File: config.mk
export PLATFORM = sky130hd
export DESIGN_NAME = uart_baud_gen_flat
export DESIGN_NICKNAME = d
export VERILOG_FILES = /design/src/rtl/uart_pkg.sv /design/src/rtl/uart_baud_gen_if.sv /design/src/rtl/uart_frac_accum.sv /design/src/rtl/uart_baud_gen.sv /design/src/flat_wrapper.sv
export SDC_FILE = /design/constraint.sdc
export NUM_CORES = 1
export LEC_CHECK = 0
export ABC_CLOCK_PERIOD_IN_PS = 4000
export BUFFER_PORTS_ARGS = -buffer_cell sky130_fd_sc_hd__buf_2
export CAP_MARGIN = 25
export CORE_ASPECT_RATIO = 0.5
export CORE_MARGIN = 8
export CORE_UTILIZATION = 35
export DETAILED_ROUTE_END_ITERATION = 6
export HOLD_SLACK_MARGIN = 0.08
export SLEW_MARGIN = 20
export SYNTH_ARGS = -nofsm -noshare
export SYNTH_HDL_FRONTEND = slang
export SYNTH_SLANG_ARGS = --single-unit
export TNS_END_PERCENT = 10
File: constraint.sdc
create_clock -name clk_in -period 4 [get_ports clk_in]
set_clock_uncertainty 0.05 [all_clocks]
set_input_delay 0 -clock clk_in [delete_from_list [all_inputs] [get_ports clk_in]]
set_output_delay 0 -clock clk_in [all_outputs]
set_load 0.005 [all_outputs]
File: src/rtl/uart_pkg.sv
// Shared constants and state type for the UART baud tick generator.
package uart_pkg;

    // Smallest divisor that still leaves at least one idle cycle between ticks.
    localparam int MIN_DIV        = 2;

    localparam int DEF_DIV_WIDTH  = 16;
    localparam int DEF_FRAC_BITS  = 4;
    localparam int DEF_OVERSAMPLE = 16;

    typedef enum logic {
        IDLE = 1'b0,
        RUN  = 1'b1
    } baud_state_t;

endpackage

File: src/rtl/uart_baud_gen_if.sv
// Divisor request bus: the master proposes a divisor, the generator accepts or rejects it.
interface uart_baud_gen_if #(
    parameter int DIV_WIDTH = uart_pkg::DEF_DIV_WIDTH,
    parameter int FRAC_BITS = uart_pkg::DEF_FRAC_BITS
);

    logic [DIV_WIDTH-1:0] div_int;
    logic [FRAC_BITS-1:0] div_frac;
    logic                 div_load;
    logic                 div_ack;
    logic                 div_err;

    modport master (
        output div_int, div_frac, div_load,
        input  div_ack, div_err
    );

    modport slave (
        input  div_int, div_frac, div_load,
        output div_ack, div_err
    );

endinterface

File: src/rtl/uart_frac_accum.sv
// Fractional divisor accumulator: carry-out tells the caller to stretch the next period by one cycle.
module uart_frac_accum
    import uart_pkg::*;
#(
    parameter int FRAC_BITS = DEF_FRAC_BITS
) (
    input  logic                 clk_in,
    input  logic                 reset,
    input  logic                 clear,
    input  logic                 step,
    input  logic [FRAC_BITS-1:0] frac,
    output logic                 carry
);

    logic [FRAC_BITS-1:0] acc;
    logic [FRAC_BITS:0]   sum;

    assign sum   = {1'b0, acc} + {1'b0, frac};
    assign carry = sum[FRAC_BITS];

    // Accumulate the fraction once per tick; wraps modulo 2^FRAC_BITS.
    always_ff @(posedge clk_in or posedge reset) begin
        if (reset) begin
            acc <= '0;
        end else if (clear) begin
            acc <= '0;
        end else if (step) begin
            acc <= sum[FRAC_BITS-1:0];
        end
    end

endmodule

File: src/rtl/uart_baud_gen.sv
// Fractional baud tick generator: os_tick at the oversample rate, bit_tick every OVERSAMPLE os_ticks.
// Ticks are clock-enable pulses; new divisors take effect only at a period reload.
//
// state | meaning
// IDLE  | enable low; outputs quiet, pending divisor copied straight to active
// RUN   | counting down; tick and reload when the count reads zero
module uart_baud_gen
    import uart_pkg::*;
#(
    parameter int DIV_WIDTH        = DEF_DIV_WIDTH,
    parameter int FRAC_BITS        = DEF_FRAC_BITS,
    parameter int OVERSAMPLE       = DEF_OVERSAMPLE,
    parameter int DEFAULT_DIV_INT  = 651,
    parameter int DEFAULT_DIV_FRAC = 1
) (
    input  logic           clk_in,
    input  logic           reset,
    input  logic           enable,
    input  logic           sync_clear,
    uart_baud_gen_if.slave div_bus,
    output logic           os_tick,
    output logic           bit_tick
);

    localparam int                   IDX_W    = $clog2(OVERSAMPLE);
    localparam logic [DIV_WIDTH-1:0] RST_INT  = DIV_WIDTH'(DEFAULT_DIV_INT);
    localparam logic [FRAC_BITS-1:0] RST_FRAC = FRAC_BITS'(DEFAULT_DIV_FRAC);
    localparam logic [IDX_W-1:0]     IDX_LAST = IDX_W'(OVERSAMPLE - 1);
    localparam logic [DIV_WIDTH-1:0] ONE      = DIV_WIDTH'(1);

    baud_state_t          state;
    logic [DIV_WIDTH-1:0] cnt;
    logic [DIV_WIDTH-1:0] act_int;
    logic [DIV_WIDTH-1:0] sh_int;
    logic [DIV_WIDTH-1:0] nxt_int;
    logic [DIV_WIDTH-1:0] tick_reload;
    logic [FRAC_BITS-1:0] act_frac;
    logic [FRAC_BITS-1:0] sh_frac;
    logic [FRAC_BITS-1:0] nxt_frac;
    logic [IDX_W-1:0]     idx;
    logic                 pending;
    logic                 req_ok;
    logic                 carry;
    logic                 start;
    logic                 resync;

    assign req_ok = div_bus.div_load && (div_bus.div_int >= DIV_WIDTH'(MIN_DIV));

    // Divisor to use at the next reload: a request arriving this cycle beats an older shadow.
    always_comb begin
        nxt_int  = act_int;
        nxt_frac = act_frac;
        if (req_ok) begin
            nxt_int  = div_bus.div_int;
            nxt_frac = div_bus.div_frac;
        end else if (pending) begin
            nxt_int  = sh_int;
            nxt_frac = sh_frac;
        end
    end

    assign start    = (state == IDLE) && enable;
    assign resync   = (state == RUN) && enable && sync_clear;
    assign os_tick  = (state == RUN) && enable && !sync_clear && (cnt == '0);
    assign bit_tick = os_tick && (idx == IDX_LAST);

    // Fraction carry stretches the following period to D+1 cycles.
    assign tick_reload = nxt_int - ONE + DIV_WIDTH'(carry);

    uart_frac_accum #(
        .FRAC_BITS (FRAC_BITS)
    ) u_frac_accum (
        .clk_in (clk_in),
        .reset  (reset),
        .clear  (start || resync),
        .step   (os_tick),
        .frac   (nxt_frac),
        .carry  (carry)
    );

    // Sequencer: period counter, oversample index and divisor shadowing.
    always_ff @(posedge clk_in or posedge reset) begin
        if (reset) begin
            state    <= IDLE;
            cnt      <= '0;
            idx      <= '0;
            act_int  <= RST_INT;
            act_frac <= RST_FRAC;
            sh_int   <= RST_INT;
            sh_frac  <= RST_FRAC;
            pending  <= 1'b0;
        end else begin
            if (req_ok) begin
                sh_int  <= div_bus.div_int;
                sh_frac <= div_bus.div_frac;
                pending <= 1'b1;
            end
            case (state)
                IDLE: begin
                    act_int  <= nxt_int;
                    act_frac <= nxt_frac;
                    pending  <= 1'b0;
                    if (enable) begin
                        state <= RUN;
                        cnt   <= nxt_int - ONE;
                        idx   <= '0;
                    end
                end
                RUN: begin
                    if (!enable) begin
                        state <= IDLE;
                    end else if (sync_clear) begin
                        cnt      <= nxt_int - ONE;
                        idx      <= '0;
                        act_int  <= nxt_int;
                        act_frac <= nxt_frac;
                        pending  <= 1'b0;
                    end else if (cnt == '0) begin
                        cnt      <= tick_reload;
                        idx      <= idx + IDX_W'(1);
                        act_int  <= nxt_int;
                        act_frac <= nxt_frac;
                        pending  <= 1'b0;
                    end else begin
                        cnt <= cnt - ONE;
                    end
                end
                default: state <= IDLE;
            endcase
        end
    end

    // Request response: one-cycle accept or reject pulse after div_load.
    always_ff @(posedge clk_in or posedge reset) begin
        if (reset) begin
            div_bus.div_ack <= 1'b0;
            div_bus.div_err <= 1'b0;
        end else begin
            div_bus.div_ack <= req_ok;
            div_bus.div_err <= div_bus.div_load && !req_ok;
        end
    end

endmodule

File: src/flat_wrapper.sv
// flat-port wrapper written by rule: the top's interface ports become plain ports
module uart_baud_gen_flat import uart_pkg::*;
#(
    parameter int DIV_WIDTH        = DEF_DIV_WIDTH,
    parameter int FRAC_BITS        = DEF_FRAC_BITS,
    parameter int OVERSAMPLE       = DEF_OVERSAMPLE,
    parameter int DEFAULT_DIV_INT  = 651,
    parameter int DEFAULT_DIV_FRAC = 1
)
  (clk_in, reset, enable, sync_clear, os_tick, bit_tick, div_bus_div_int, div_bus_div_frac, div_bus_div_load, div_bus_div_ack, div_bus_div_err);
  uart_baud_gen_if #(.DIV_WIDTH(DIV_WIDTH), .FRAC_BITS(FRAC_BITS)) div_bus_i ();
  input  logic clk_in;
  input  logic reset;
  input  logic enable;
  input  logic sync_clear;
  output logic os_tick;
  output logic bit_tick;
  input wire logic [$bits(div_bus_i.div_int)-1:0] div_bus_div_int;
  input wire logic [$bits(div_bus_i.div_frac)-1:0] div_bus_div_frac;
  input wire logic [$bits(div_bus_i.div_load)-1:0] div_bus_div_load;
  output wire logic [$bits(div_bus_i.div_ack)-1:0] div_bus_div_ack;
  output wire logic [$bits(div_bus_i.div_err)-1:0] div_bus_div_err;
  assign div_bus_i.div_int = div_bus_div_int;
  assign div_bus_i.div_frac = div_bus_div_frac;
  assign div_bus_i.div_load = div_bus_div_load;
  assign div_bus_div_ack = div_bus_i.div_ack;
  assign div_bus_div_err = div_bus_i.div_err;
  uart_baud_gen #(.DIV_WIDTH(DIV_WIDTH), .FRAC_BITS(FRAC_BITS), .OVERSAMPLE(OVERSAMPLE), .DEFAULT_DIV_INT(DEFAULT_DIV_INT), .DEFAULT_DIV_FRAC(DEFAULT_DIV_FRAC)) u_core (.clk_in(clk_in), .reset(reset), .enable(enable), .sync_clear(sync_clear), .div_bus(div_bus_i), .os_tick(os_tick), .bit_tick(bit_tick));
endmodule
==> summary.txt <==
Worst setup path
  – Register-to-register path setup slack: around 0.53 ns
  – Origin of the critical flop-to-flop path: u_core.pending
  – Worst reg2reg path endpoint: u_core.cnt[15]
  – Critical path required time: between 4 and 5 ns
  – CP max FO: 16
  – Startpoint kind of the worst setup timing path: input port
  – Type of the setup path with the least slack: in -> reg
  – CP endpoint: u_core.cnt[10]
  – Crit path launch: div_bus_div_load
  – R2R depth: 11
  – Data arrival, critical path: ~3.8 ns
  – Kind of end point of the critical path: flop

Drt
  – Remaining antenna violation count: 0
  – Detailed-route via count: roughly 4,500
  – DR vias/cell: 5.44
  – WL final: roughly 14,000 um
  – Initial detailed-routing violation count: 294
  – Post-route DRC: 0
  – Number of iterations in the first detailed-routing pass: 4
  – DR WL/cell: 16.7 um

Logic synthesis
  – FF+latch count, synth: 68
  – Yosys warning total: 0
  – Post-Synthesis Cells: 572
  – Most instantiated library cell after synthesis: nand2_1
  – Top cells by area, synth: dfrtp_1, nand2_1, dfstp_2
  – Post-Syn Area: about 4800 um2
  – Portion of synthesized cell area occupied by the leading cell type: 0.293
  – Main flop type after synthesis: dfrtp_1
  – Cell taking the most area after synthesis: dfrtp_1
  – Synth cell types: 68
  – Fraction of the yosys area taken by sequential cells: 0.359
  – Async set-reset flop share out of synthesis: 1.00
  – Mean post-synth cell area: ~8.4 um2
  – Most instantiated cells after synthesis: nand2_1, dfrtp_1, o21ai_0
  – Synthesized net count: 608
  – Number of enable-type register cells in the synthesized netlist: 0

Floorplan
  – Row cnt: 30
  – Horiz. Die Dim: roughly 180 um
  – Effective utilization at floorplan: 0.356
  – Die H: a little under 100 um
  – Die area: 17,900 um2
  – Count of boundary I/O pins: 29
  – Area of the core: about 13,000 um2

GRT
  – First-pass GRT wire length: 22,700 um
  – Overflow left after global routing: 0
  – Via count of the first global-routing pass: 4,345
  – Number of antenna violations at the first check in global routing: 0
  – GRT Overall Usage: 0.154
  – Largest net degree at the start of global routing: 56

Pwr
  – Leakage dissipation: 2.48 nW
  – Pwr Density: around 370 nW/um2
  – Overall power after layout: between 2 and 2.5 mW
  – Maximum vdd ir drop: ~200 uV

STA
  – Portion of the clock cycle consumed by the worst path in the final layout: 0.910
  – Highest clock frequency the design can meet: about 270 MHz
  – Slew Limit Headroom: 0.362
  – Accumulated negative setup slack: 0 ns
  – Least-Margin Pin Slew: between 0.9 and 1 ns
  – Final Hold Vio Count: 0
  – Final critical path time including I/O delays and setup: 3.64 ns
  – Final Max Tran Viols: 0
  – Count of endpoints failing setup in the final report: 0
  – RSZ-0062 raised after global routing: false

CTS
  – CTS tree: done
  – Cts bufs inserted: 9
  – Clock tree root buffer cell: clkbuf_16
  – Depth of the CTS H-tree: 3
  – Insertion delay of the later-clocked pin in the worst-skew pair: between 0.3 and 0.4 ns
  – CTS sink cnt: between 60 and 70
  – Maximum buffer depth of the clock tree: 2
  – Clock-pin slew of the registers on the worst-case setup and hold paths: about 0.06 ns

Placement
  – Sum of net half-perimeters after detailed placement: about 9700 um
  – Number of input and output port buffers inserted: 28
  – Routability Congestion: slightly above 0.9

Flow run
  – Max cap viols: 0

Min path
  – Path class of the lowest-slack min-delay path: in -> async

Finish
  – Number of nets in the final layout: ~680
  – Number of fill cells: between 1,000 and 1,500
  – Layout overhead on the synthesized area: 23.1%
  – Antenna cell count: 0
  – Layout cells sized above 1: 0.166

Status
  – Run status: complete, no violations
state kept, by name, summed over array words and instances (netlist names):
| signal | cells |
|---|---|
| u_core.act_frac | 4 |
| u_core.act_int | 16 |
| u_core.cnt | 16 |
| u_core.div_bus.div_ack | 1 |
| u_core.div_bus.div_err | 1 |
| u_core.idx | 4 |
| u_core.pending | 1 |
| u_core.sh_frac | 4 |
| u_core.sh_int | 16 |
| u_core.state | 1 |
| u_core.u_frac_accum.acc | 4 |
stage by stage:
| step | std cells | utilization | setup WS [ns] | hold WS (ns) | instance area (um2) |
|---|---|---|---|---|---|
| 5_1_grt | 820 | 0.438 | 0.0455 | 0.148 | 5890 |
| 3_3_place_gp | 770 | 0.388 | 0.0484 | 0.173 | 5210 |
| 2_1_floorplan | 572 | - | 0.0402 | -0.0186 | 4790 |
| 3_5_place_dp | 770 | 0.388 | -0.122 | 0.180 | 5210 |
| 4_1_cts | 814 | 0.431 | 0.162 | 0.0844 | 5800 |
| 6_report | 820 | 0.438 | 0.361 | 0.116 | 5890 |
layer usage:
metal,global-route usage,wire length [um],up-vias
li1,-,-,2211
met1,0.213,6860,2131
met2,0.244,6090,104
met3,0.0268,544,16
met4,0.0401,172,0
met5,0,0,-
report_power, final:
part	switching [mW]	internal [mW]	total, mW
sequential	0.0662	0.776	0.842
combinational	0.302	0.221	0.523
clock	0.289	0.535	0.824
layout make-up:
class                      instances  area (um2)  share of cell area
multi-input combinational        460        2930               0.497
sequential                        68        1720               0.291
clock inverter                     1        30.0             0.00510
timing repair buffer              84         656               0.111
inverter                          16        63.8              0.0108
clock buffer                      15         278              0.0472
tap                              176         220              0.0374
cell families after synthesis:
kind of cell               Yosys count  synth area share
xor gates and xnor gates            30            0.0549
buffers and inverters               44            0.0369
muxes                               32            0.0688
DFF                                 68             0.359
adders and majority gates           11            0.0303
and+or+nand+nor                    240             0.248
AOI/OAI and AO/OA                  147             0.202
timing repair:
item | in CTS | in global routing
gates resized for setup | 0 | 8
hold buffers | 28 | 0
endpoints found under the setup margin | 0 | 8
endpoints found under the hold margin | 65 | 0
setup buffers | 0 | 5
critical path, stage by stage:
cell and delay (ns):
dlygate4sd3_1 0.54, buf_2 0.19, nand2_2 0.11, clkinvlp_4 0.24, buf_4 0.22, nand2_1 0.08, o21ai_1 0.10, ha_1 0.23
fa_1 0.41, a21o_1 0.18, a21o_1 0.19, ha_1 0.19, ha_1 0.23, nand3_1 0.12, buf_4 0.14, nor4_1 0.05
o21ai_0 0.18, a2bb2oi_1 0.11, mux2_2 0.28
layout by cell type, fill, tap and decap left out, types with 5 or more instances in the layout:
master,n
a21o_1,10
buf_2,28
o21a_1,5
nor3b_1,5
nor4_1,10
ha_1,9
nand3_1,15
a211oi_1,7
a21oi_1,24
nand4_1,8
o21ai_0,52
nor3_1,24
dlygate4sd3_1,28
buf_4,26
mux2_2,7
a22o_1,7
nand2_1,97
nor2_1,40
dfstp_2,12
inv_1,12
clkbuf_16,9
xnor2_1,17
mux2i_1,25
dfrtp_1,56
o211ai_1,5
xor2_1,13
worst min path at each step:
stage                                    to           startpoint  slack (ns)  cells past startpoint
final                        u_core.cnt[14]                reset        0.12                      3
after global routing         u_core.cnt[14]                reset        0.15                      3
after CTS                 u_core.act_int[7]   div_bus_div_int[7]        0.08                      5
after detailed placement  u_core.sh_frac[2]  div_bus_div_frac[2]        0.18                      3
after global placement    u_core.sh_frac[2]  div_bus_div_frac[2]        0.17                      3
after floorplan                u_core.state               enable       -0.02                      0
No activity file was read; power rests on OpenSTA's default activity.
